## src/rtl/uart_rx.sv

```systemverilog
// UART receiver: 8N1 serial frames to a valid/ready byte stream with framing/overrun flags.
// Define UART_RX_PARITY_EN to add an even-parity bit after bit 7 and the parity_err output.
module uart_rx #(
    parameter int unsigned CLK_DIV = 104,
    parameter int unsigned CNT_W   = 16
) (
    input  logic       clk,
    input  logic       rst,
    input  logic       rx,
    output logic [7:0] data,
    output logic       valid,
    input  logic       ready,
    output logic       framing_err,
    output logic       overrun
`ifdef UART_RX_PARITY_EN
    ,
    output logic       parity_err
`endif
);

    localparam logic [CNT_W-1:0] CNT_FULL = CNT_W'(CLK_DIV - 1);
    localparam logic [CNT_W-1:0] CNT_HALF = CNT_W'(CLK_DIV / 2 - 1);

    if (CLK_DIV < 4) begin : g_bad_div
        $error("uart_rx: CLK_DIV must be >= 4");
    end
    if (CLK_DIV - 1 >= (64'd1 << CNT_W)) begin : g_bad_cnt_w
        $error("uart_rx: CNT_W too narrow for CLK_DIV-1");
    end

    typedef enum logic [2:0] {
        S_IDLE   = 3'd0,
        S_START  = 3'd1,
        S_DATA   = 3'd2,
        S_STOP   = 3'd3,
        S_BREAK  = 3'd4
`ifdef UART_RX_PARITY_EN
        ,
        S_PARITY = 3'd5
`endif
    } state_t;

    state_t           r_state;
    logic [CNT_W-1:0] r_cnt;
    logic [2:0]       r_bit;
    logic [7:0]       r_sr;
    logic [1:0]       r_sync;
    logic             r_deliver;
    logic             w_rx_s;
    logic             w_cnt_zero;
`ifdef UART_RX_PARITY_EN
    logic             r_par_bad;
`endif

    assign w_rx_s     = r_sync[1];
    assign w_cnt_zero = (r_cnt == '0);

    // Two-flop synchronizer; idles high so reset never looks like a start bit.
    always_ff @(posedge clk or posedge rst) begin
        if (rst) begin
            r_sync <= 2'b11;
        end else begin
            r_sync <= {r_sync[0], rx};
        end
    end

    // Frame FSM, holding register and handshake.
    always_ff @(posedge clk or posedge rst) begin
        if (rst) begin
            r_state     <= S_IDLE;
            r_cnt       <= '0;
            r_bit       <= 3'd0;
            r_sr        <= 8'h00;
            r_deliver   <= 1'b0;
            data        <= 8'h00;
            valid       <= 1'b0;
            framing_err <= 1'b0;
            overrun     <= 1'b0;
`ifdef UART_RX_PARITY_EN
            r_par_bad   <= 1'b0;
            parity_err  <= 1'b0;
`endif
        end else begin
            framing_err <= 1'b0;
            overrun     <= 1'b0;
            r_deliver   <= 1'b0;
`ifdef UART_RX_PARITY_EN
            parity_err  <= 1'b0;
`endif

            if (valid && ready) begin
                valid <= 1'b0;
            end

            // A deliver wins over the consume-driven clear above.
            if (r_deliver) begin
                if (!valid || ready) begin
                    data  <= r_sr;
                    valid <= 1'b1;
                end else begin
                    overrun <= 1'b1;
                end
`ifdef UART_RX_PARITY_EN
                parity_err <= r_par_bad;
`endif
            end

            case (r_state)
                S_IDLE: begin
                    if (!w_rx_s) begin
                        r_state <= S_START;
                        r_cnt   <= CNT_HALF;
                    end
                end

                S_START: begin
                    if (!w_cnt_zero) begin
                        r_cnt <= r_cnt - CNT_W'(1);
                    end else if (w_rx_s) begin
                        r_state <= S_IDLE;
                    end else begin
                        r_state <= S_DATA;
                        r_bit   <= 3'd0;
                        r_cnt   <= CNT_FULL;
                    end
                end

                S_DATA: begin
                    if (!w_cnt_zero) begin
                        r_cnt <= r_cnt - CNT_W'(1);
                    end else begin
                        r_sr[r_bit] <= w_rx_s;
                        r_cnt       <= CNT_FULL;
                        if (r_bit == 3'd7) begin
`ifdef UART_RX_PARITY_EN
                            r_state <= S_PARITY;
`else
                            r_state <= S_STOP;
`endif
                        end else begin
                            r_bit <= r_bit + 3'd1;
                        end
                    end
                end

`ifdef UART_RX_PARITY_EN
                S_PARITY: begin
                    if (!w_cnt_zero) begin
                        r_cnt <= r_cnt - CNT_W'(1);
                    end else begin
                        // Even parity: data ones plus parity bit must be even.
                        r_par_bad <= w_rx_s ^ (^r_sr);
                        r_state   <= S_STOP;
                        r_cnt     <= CNT_FULL;
                    end
                end
`endif

                S_STOP: begin
                    if (!w_cnt_zero) begin
                        r_cnt <= r_cnt - CNT_W'(1);
                    end else if (w_rx_s) begin
                        r_deliver <= 1'b1;
                        r_state   <= S_IDLE;
                    end else begin
                        framing_err <= 1'b1;
                        r_state     <= S_BREAK;
                    end
                end

                S_BREAK: begin
                    if (w_rx_s) begin
                        r_state <= S_IDLE;
                    end
                end

                default: begin
                    r_state <= S_IDLE;
                end
            endcase
        end
    end

endmodule
```

## config.mk

```make
export PLATFORM = sky130hd
export DESIGN_NAME = uart_rx
export DESIGN_NICKNAME = d
export VERILOG_FILES = /design/src/rtl/uart_rx.sv
export SDC_FILE = /design/constraint.sdc
export NUM_CORES = 1
export LEC_CHECK = 0
export ABC_AREA = 1
export CORE_ASPECT_RATIO = 1.2
export CORE_MARGIN = 2
export CORE_UTILIZATION = 35
export CTS_CLUSTER_DIAMETER = 60
export DETAILED_ROUTE_END_ITERATION = 7
export PLACE_DENSITY = 0.54
export REMOVE_ABC_BUFFERS = 1
export SETUP_SLACK_MARGIN = 0.05
export SLEW_MARGIN = 10
export SYNTH_ARGS = -nofsm -noshare
export SYNTH_HDL_FRONTEND = slang
export SYNTH_SLANG_ARGS = --single-unit
export TNS_END_PERCENT = 1
```

## constraint.sdc

```tcl
create_clock -name clk -period 4.8 [get_ports clk]
set_input_delay 1.44 -clock clk [delete_from_list [all_inputs] [get_ports clk]]
set_output_delay 1.44 -clock clk [all_outputs]
set_load 0.05 [all_outputs]
```

# == Word-level counts from Yosys, hierarchy flattened ==
# Cells that the tools add are included.
# Widths: inputs -> output; s select.
# totals
reg_bits,44
latch_bits,0
ramBits,0
rom_bits,0
in_bits,4
mem_count,0
# classes
add_sub_neg,2
multipliers,0
div_mod_pow,0
n_lt_le_gt_ge,2
eq_ne,15
n_shift,0
muxes,34
bitwise,0
reduce_logical,13
# op_table
op,count
$mux 16,5
$pmux 16 s4,1
$mux 3,11
$ne 2x2->1 const B,9
$logic_not 16->1,1
$sub 16x1->16 const B,1
$pmux 3 s5,1
$mux 1,12
$bwmux 8,1
$eq 3x2->1 const B,2
$eq 3x3->1 const B,2
$pmux 3 s2,1
$reduce_and 6->1,1
$reduce_and 5->1,1
$lt 3x4->1 const B,1
$reduce_and 2->1,2
$reduce_and 4->1,1
$reduce_bool 4->1,1
$add 3x1->3 const B,1
$demux 1 s3,1
$eq 3x1->1 const B,1
$ge 3x1->1 const B,1
$logic_not 3->1,1
$ne 3x3->1 const B,1
other kinds (5),6

# == Logic depth before layout (Yosys ltp) ==
# Gate-level depths: netlist (run 1).
# depth
depth_word,5
mapped_depth,12

# == Least setup slack after synthesis (run 1) ==
# Ideal clock, no wire load.
# synth_timing
kind,in2reg
start,input port ready
end,register data[0]
setup_time_ps,125
arrival_time_ps,2119
required_time_ps,4675
path_slack_ps,2557
path_stages,4
path_cell_list,inv_1 nand2_1 nand2_1 mux2_2
# synth_between
elab_chain_len,2
# synth_rtl
element,line,source
"start, declared",12,"input logic ready,"
$logic_or 1x1->1,97,if (!valid || ready) begin
$reduce_and 2->1 (no line),-,
"end signal, assigned",98,data <= r_sr;
"end, declared",10,"output logic [7:0] data,"
# Every way passes these cells.
# A chain may end at the register's enable or synchronous reset.

# == Worst setup path in the final report (run 1) ==
# layout_timing
start,register data[5]
end,output port data[5]
# No word-level cell between the ends.

==> results of run 1 <==
-- synthesized netlist by cell type, types with 2 or more instances --
cell,number
nand2_1,78
nor2_1,36
dfrtp_1,42
mux2_2,8
nor3_1,3
nor2_4,2
nand2_4,3
ha_1,4
nand2_2,3
buf_6,2
o21ai_1,4
nor2_2,6
inv_1,32
or2_2,2
nand4_1,3
o21ai_2,4
nand3_1,29
o21ai_0,10
dfstp_2,2
a21oi_1,7
buf_2,2
-- how the worst min path moves through the flow --
stage / to
after CTS: r_sync[1]
after floorplan: r_sync[1]
after global routing: r_sync[1]
after global placement: r_sync[1]
final: r_sync[1]
after detailed placement: r_sync[1]
-- per-layer routing --
metal  vias to the layer above  share of wire, %  track usage [%]  wire [um]
li1                        957                 -                -          -
met1                       853                44             15.5       2020
met2                        25                51             25.1       2320
met3                         8               2.5             2.90        113
met4                         0               2.1             5.70         97
met5                         -                 0                0          0
-- per-stage QoR --
step	hold slack, ps	utilization, %	worst slack (ps)	power, W
final	358	41.4	1910	0.000712
after global routing	363	41.4	1860	0.000743
after CTS	359	41.4	1880	0.000726
after detailed placement	347	39.4	2060	0.000393
after global placement	346	39.4	2080	0.000393
after floorplan	345	-	2330	0.000387
-- report_power, final --
part           internal, W  total (W)  switching [W]
logic           0.00000266  0.0000123     0.00000965
clock network     0.000205   0.000327       0.000122
registers         0.000372   0.000372    0.000000627
-- final cells by class --
type	instances	area, sq um
Fill cell	664	3780
Sequential cell	44	1100
Multi-Input combinational cell	209	1070
Timing Repair Buffer	14	140
Inverter	33	124
Tap cell	85	106
Clock buffer	5	68.8
Clock inverter	2	60.1
-- cells by family after synthesis --
kind of cell,synth area share (%)
multiplexers,3.86
flip-flops,47.3
adder cells (fa/ha/maj),2.15
XOR/XNOR,0.752
buffers and inverters,6.87
AND/OR/NAND/NOR,32.4
AO/OA/AOI/OAI,6.66
-- state kept, by name (all words and copies together) (netlist names) --
register and flops:
valid 1, r_sr 8, r_sync 2, overrun 1, framing_err 1, r_cnt 16, r_deliver 1, r_state 3
r_bit 3, data 8
==> results.md, run 1 <==
- ANT cells: 0
- Buf/Inv on CP: 1
- Crit-path cells: clkdlybuf4s50_1
- Post-layout min period: 2890 ps
- Num CTS Buffers: 5
- Tcrit/Tclk final: 60.2%
- Max VDD drop: 96.2 uV
- # setup viols final: 0
- CTS clock-pin slew for the worst setup and hold paths: 90 ps
- Number of port buffers: 14
- Sequential share of the synthesized area: 47.3%
- Total negative slack: 0 ps
- Number of global-route vias before repair: 1780
- PwrDens: around 270 mW/mm^2
- Row count: 32
- Post-route cell area: 0.00267 sq mm
- Max Slew Vio Count: 0
- First-pass DRT Iterations: 4
- Die Height: 93.4 um
- FF+latch count, synth: 44
- Crit Path Max Fanout: 2
- Crit. End Element: output pin
- Critical Setup Path Class: reg -> out
- Final WL: 4.55 mm
- Primary FF master, synth: dfrtp_1
- Worst Tran Pin Value: around 940 ps
- Final ANT Viol Nets: 0
- Instance count on the critical path: 1
- Reg2reg setup slack: 2780 ps
- Initial Util: between 30% and 40%
- Gr usage total: roughly 14%
- DR vias/cell: 4.70
- Status: finished clean
- Crit path arrival time: approximately 1500 ps
- Clock net sink count: 44
- Number of failing hold endpoints at the final stage: 0
- DP Cell Count: between 300 and 400
- Clk buf depth: 2
- CTS tree: yes
- Commonest non-fill, non-tap cell in the layout: nand2_1
- Critical path launch point type: flip-flop
- Number of max-cap violations: 0
- Max stage delay cell, worst path: clkdlybuf4s50_1
- R2R Path End: r_cnt[11]
- Root Driver: clkbuf_8
- Ratio of cells with drive above 1 in the final layout: 13.0%
- Clock Latency Late Sink: a little under 300 ps
- Post-CTS Resized: 0
- Fraction of registers with async set/reset: between 90% and 100%
- Largest net degree at the start of global routing: 45
- Skew final: 8.26 ps
- Post-synth top area share: roughly 45%
- Antenna violations before repair: 0
- DP Area: 0.00254 sq mm
- Slew HR: 37.1%
- DRC viols: 0
- Hold_buf cts: 0
- Most frequent cells in the layout: 78 x nand2_1, 42 x dfrtp_1, 36 x nor2_1, 31 x inv_1, 29 x nand3_1
- CP top delay family: buffers and inverters
- First-pass GRT wire length: 8.03 mm
- Number of synthesized flops with an enable pin: 0
- Via count: 1843
- Overflow after GRT: 0
- Worst R2R Start: r_sync[1]
- Core area: 0.00645 sq mm
- Slowest Stage Delay on Critical Path: around 800 ps
- Final GP Congestion: between 0.8 and 0.9
- Die ar.: 0.00733 sq mm
- H-Tree Level Count: 2
- Worst setup path end: data[5]
- Critical path required time: between 3000 and 4000 ps
- RSZ-0062 raised after global routing: false
- Syn-to-layout area delta: 14.5%
- Min-Delay Path Depth: 0
- Worst hold start: r_sync[0]
- Top cells by area, synth: dfrtp_1 45%, nand2_1 13%, nand3_1 6.2%
- Avg Inst Size Synth: 8.01 sq um
- Worst min-delay path category: reg -> reg
- F_max: roughly 0.35 GHz
- Post-Syn Area: 0.00233 sq mm
- Critical path origin: data[5]
- Iter 0 DRT Violations: 49
- Number of warning messages in the yosys log: 0
- Pleak: 1.38 nW
- Final net count: ~320
- # IOs: 15
- Average wire per standard cell: 11.6 um
- Floorplan die width: 78.5 um
- Cells after Synth: ~290
- R2R cell count: 6
- Final non-filler cell total: 392
- Synth area leader: dfrtp_1
- Hpwl dp: 3.26 mm
- Post-CTS setup buffers: 0
- Synth cell types: 30
(Power assumes the default switching activity.)
==> inputs of run 2 (changes only) <==
--- a/config.mk
+++ b/config.mk
@@ -11,7 +11,7 @@
 export CORE_UTILIZATION = 35
 export CTS_CLUSTER_DIAMETER = 60
 export DETAILED_ROUTE_END_ITERATION = 7
-export PLACE_DENSITY = 0.54
+export PLACE_DENSITY = 0.56
 export REMOVE_ABC_BUFFERS = 1
 export SETUP_SLACK_MARGIN = 0.05
 export SLEW_MARGIN = 10
==> constraint.sdc (replaced) <==
create_clock -name clk -period 2.4 [get_ports clk]
set_input_delay 0.72 -clock clk [delete_from_list [all_inputs] [get_ports clk]]
set_output_delay 0.72 -clock clk [all_outputs]
set_load 0.05 [all_outputs]
==> run 2 against run 1 <==
Net effect: clock-buffer cell count is 1 higher; setup slack got worse by 1700 ps; register-to-register slack lost 2400 ps; die area unchanged; sequential power grew 100%; utilization up 0.43 points; first-iteration DRC count rose by 100%; worst hold slack got worse by 0.70 ps; critical endpoint is now valid; largest power group unchanged; highest routed layer unchanged.
==> results.md, run 2 (synthesis gave the netlist of run 1 again) <==
- R2R Path End: r_cnt[12]
- DRC viols: 0 (unchanged)
- Number of failing hold endpoints at the final stage: 0 (unchanged)
- Met1 usage: 16.9% (+1.4 points)
- # setup viols final: 0 (unchanged)
- H-Tree Level Count: 2 (unchanged)
- Number of global-route vias before repair: 1686 (-5.3%)
- Final GP Congestion: 0.859 (+3.7%)
- Average wire per standard cell: 11.3 um (-2.5%)
- Hpwl dp: 3.35 mm (+2.8%)
- Die Height: 93.4 um (unchanged)
- Reg with most FFs: r_cnt
- Final net count: 318 (+0.95%)
- CP top delay family: buffers and inverters
- RSZ-0062 raised after global routing: false
- F_max: 0.459 GHz
- Critical path launch point type: flip-flop
- Hold_buf cts: 0 (unchanged)
- CTS tree: yes
- Max Slew Vio Count: 0 (unchanged)
- DR vias/cell: 4.54 (-3.5%)
- Max reg flops: 16 (unchanged)
- Largest net degree at the start of global routing: 30 (-33%)
- Iter 0 DRT Violations: 100 (+100%)
- Number of max-cap violations: 0 (unchanged)
- Crit-path cells: clkdlybuf4s50_1
- Max VDD drop: 241 uV (+150%)
- Core area: 0.00645 sq mm (unchanged)
- Ratio of cells with drive above 1 in the final layout: 14.1% (+1.1 points)
- Post-layout min period: 2180 ps
- Post-CTS Resized: 0 (unchanged)
- Post-CTS setup buffers: 0 (unchanged)
- Clock net sink count: 44 (unchanged)
- Top Registers: r_cnt (16), data (8), r_sr (8)
- Clk buf depth: 2 (unchanged)
- Final non-filler cell total: 396 (+1.0%)
- Final ANT Viol Nets: 0 (unchanged)
- Critical path required time: 1680 ps (-1680 ps)
- Root Driver: clkbuf_8
- Crit path arrival time: 1460 ps (about the same)
- Layer with the highest usage: met2
- Floorplan die width: 78.5 um (unchanged)
- Overflow after GRT: 0 (unchanged)
- Most frequent cells in the layout: 78 x nand2_1, 42 x dfrtp_1, 36 x nor2_1, 31 x inv_1, 29 x nand3_1
- Worst setup path end: valid
- Number of port buffers: 14 (unchanged)
- Critical path origin: valid
- First-pass GRT wire length: 7.87 mm (-2.1%)
- Die ar.: 0.00733 sq mm (unchanged)
- Critical Setup Path Class: reg -> out
- # IOs: 15 (unchanged)
- PwrDens: 508 mW/mm^2 (+90%)
- First-pass DRT Iterations: 4 (unchanged)
- Via count: 1796 (-2.6%)
- Clock Latency Late Sink: 290 ps (about the same)
- Num CTS Buffers: 5 (unchanged)
- Tcrit/Tclk final: 90.8%
- Row count: 32 (unchanged)
- Initial Util: 36.2% (unchanged)
- Reg2reg setup slack: 400 ps (-2380 ps)
- CTS clock-pin slew for the worst setup and hold paths: 80 ps (about the same)
- Antenna violations before repair: 0 (unchanged)
- Buf/Inv on CP: 1 (unchanged)
- Commonest non-fill, non-tap cell in the layout: nand2_1
- Worst Tran Pin Value: 579 ps (-363 ps)
- Gr usage total: 13.5% (-0.29 points)
- Crit Path Max Fanout: 2 (unchanged)
- Final WL: 4.48 mm (-1.5%)
- Pleak: 1.40 nW (+1.2%)
- Status: finished clean
- R2R cell count: 11 (+5)
- Total negative slack: 0 ps (unchanged)
- Slowest Stage Delay on Critical Path: 810 ps (about the same)
- Instance count on the critical path: 1 (unchanged)
- Skew final: 4.13 ps (-4.13 ps)
- Crit. End Element: output pin
- Syn-to-layout area delta: 15.7%
- Max stage delay cell, worst path: clkdlybuf4s50_1
- Grt met3 use: 3.19% (+0.29 points)
- ANT cells: 0 (unchanged)
- Slew HR: 61.3% (+24 points)
- DP Cell Count: 388 (+0.78%)
- Worst R2R Start: r_cnt[0]
- Worst min-delay path category: reg -> reg
- Met2 GRT Util: 22.9% (-2.2 points)
run 2: cell types whose count changed in the layout (fill, tap and decap cells not counted):
| cell | delta |
|---|---|
| buf_12 | +1 |
| buf_4 | +2 |
| bufinv_16 | -1 |
| clkbuf_8 | +1 |
| clkinv_4 | +1 |
run 2: worst min-delay path by stage:
stage,start,end,depth (start not counted)
3_3_place_gp,r_sync[0],r_sync[1],0
4_1_cts,r_sync[0],r_sync[1],0
2_1_floorplan,r_sync[0],r_sync[1],0
3_5_place_dp,r_sync[0],r_sync[1],0
5_1_grt,r_sync[0],r_sync[1],0
6_report,r_sync[0],r_sync[1],0
run 2: worst reg2reg max path, delay by kind of cell, from the launching register on:
kind / cells / cell delay [ps]
flops: 1 / 400
buf+inv: 1 / 140
simple gates: 9 / 1160
fa+ha+maj: 1 / 210
run 2: report_power, final:
group	leakage, nW	switching, W	total (W)	internal [W]
sequential	0.593	0.00000123	0.000745	0.000744
clock	0.0614	0.000253	0.000593	0.000340
combinational	0.746	0.0000205	0.0000313	0.0000108
run 2: layout make-up:
| class | count | area (sq um) |
|---|---|---|
| clock buffer | 6 | 82.6 |
| multi-input combinational | 209 | 1070 |
| fill | 650 | 3750 |
| inverter | 33 | 124 |
| tap | 85 | 106 |
| sequential | 44 | 1100 |
| timing repair buffer | 17 | 175 |
| clock inverter | 2 | 38.8 |
run 2: per-stage QoR:
stage               total power [W]  hold WS (ps)  setup WS (ps)  cell area [sq um]  utilization, %
floorplan                  0.000774           345            652               2290               -
global placement           0.000792           347            370               2580            40.0
detailed placement         0.000792           351            371               2580            40.0
CTS                         0.00141           364            194               2700            41.8
global route                0.00143           359            169               2700            41.8
finish                      0.00137           357            221               2700            41.8
run 2: metal layers:
metal / wire length [um] / vias up
li1: - / 961
met4: 21 / 0
met1: 2110 / 806
met5: 0 / -
met3: 102 / 2
met2: 2240 / 27
==> inputs of run 3 (changes only) <==
--- a/config.mk
+++ b/config.mk
@@ -6,10 +6,12 @@
 export NUM_CORES = 1
 export LEC_CHECK = 0
 export ABC_AREA = 1
+export CAP_MARGIN = 10
 export CORE_ASPECT_RATIO = 1.2
 export CORE_MARGIN = 2
 export CORE_UTILIZATION = 35
 export CTS_CLUSTER_DIAMETER = 60
+export CTS_CLUSTER_SIZE = 8
 export DETAILED_ROUTE_END_ITERATION = 7
 export PLACE_DENSITY = 0.56
 export REMOVE_ABC_BUFFERS = 1
==> results of run 3 <==
The final DEF is identical to that of run 2; final timing and power are the same.
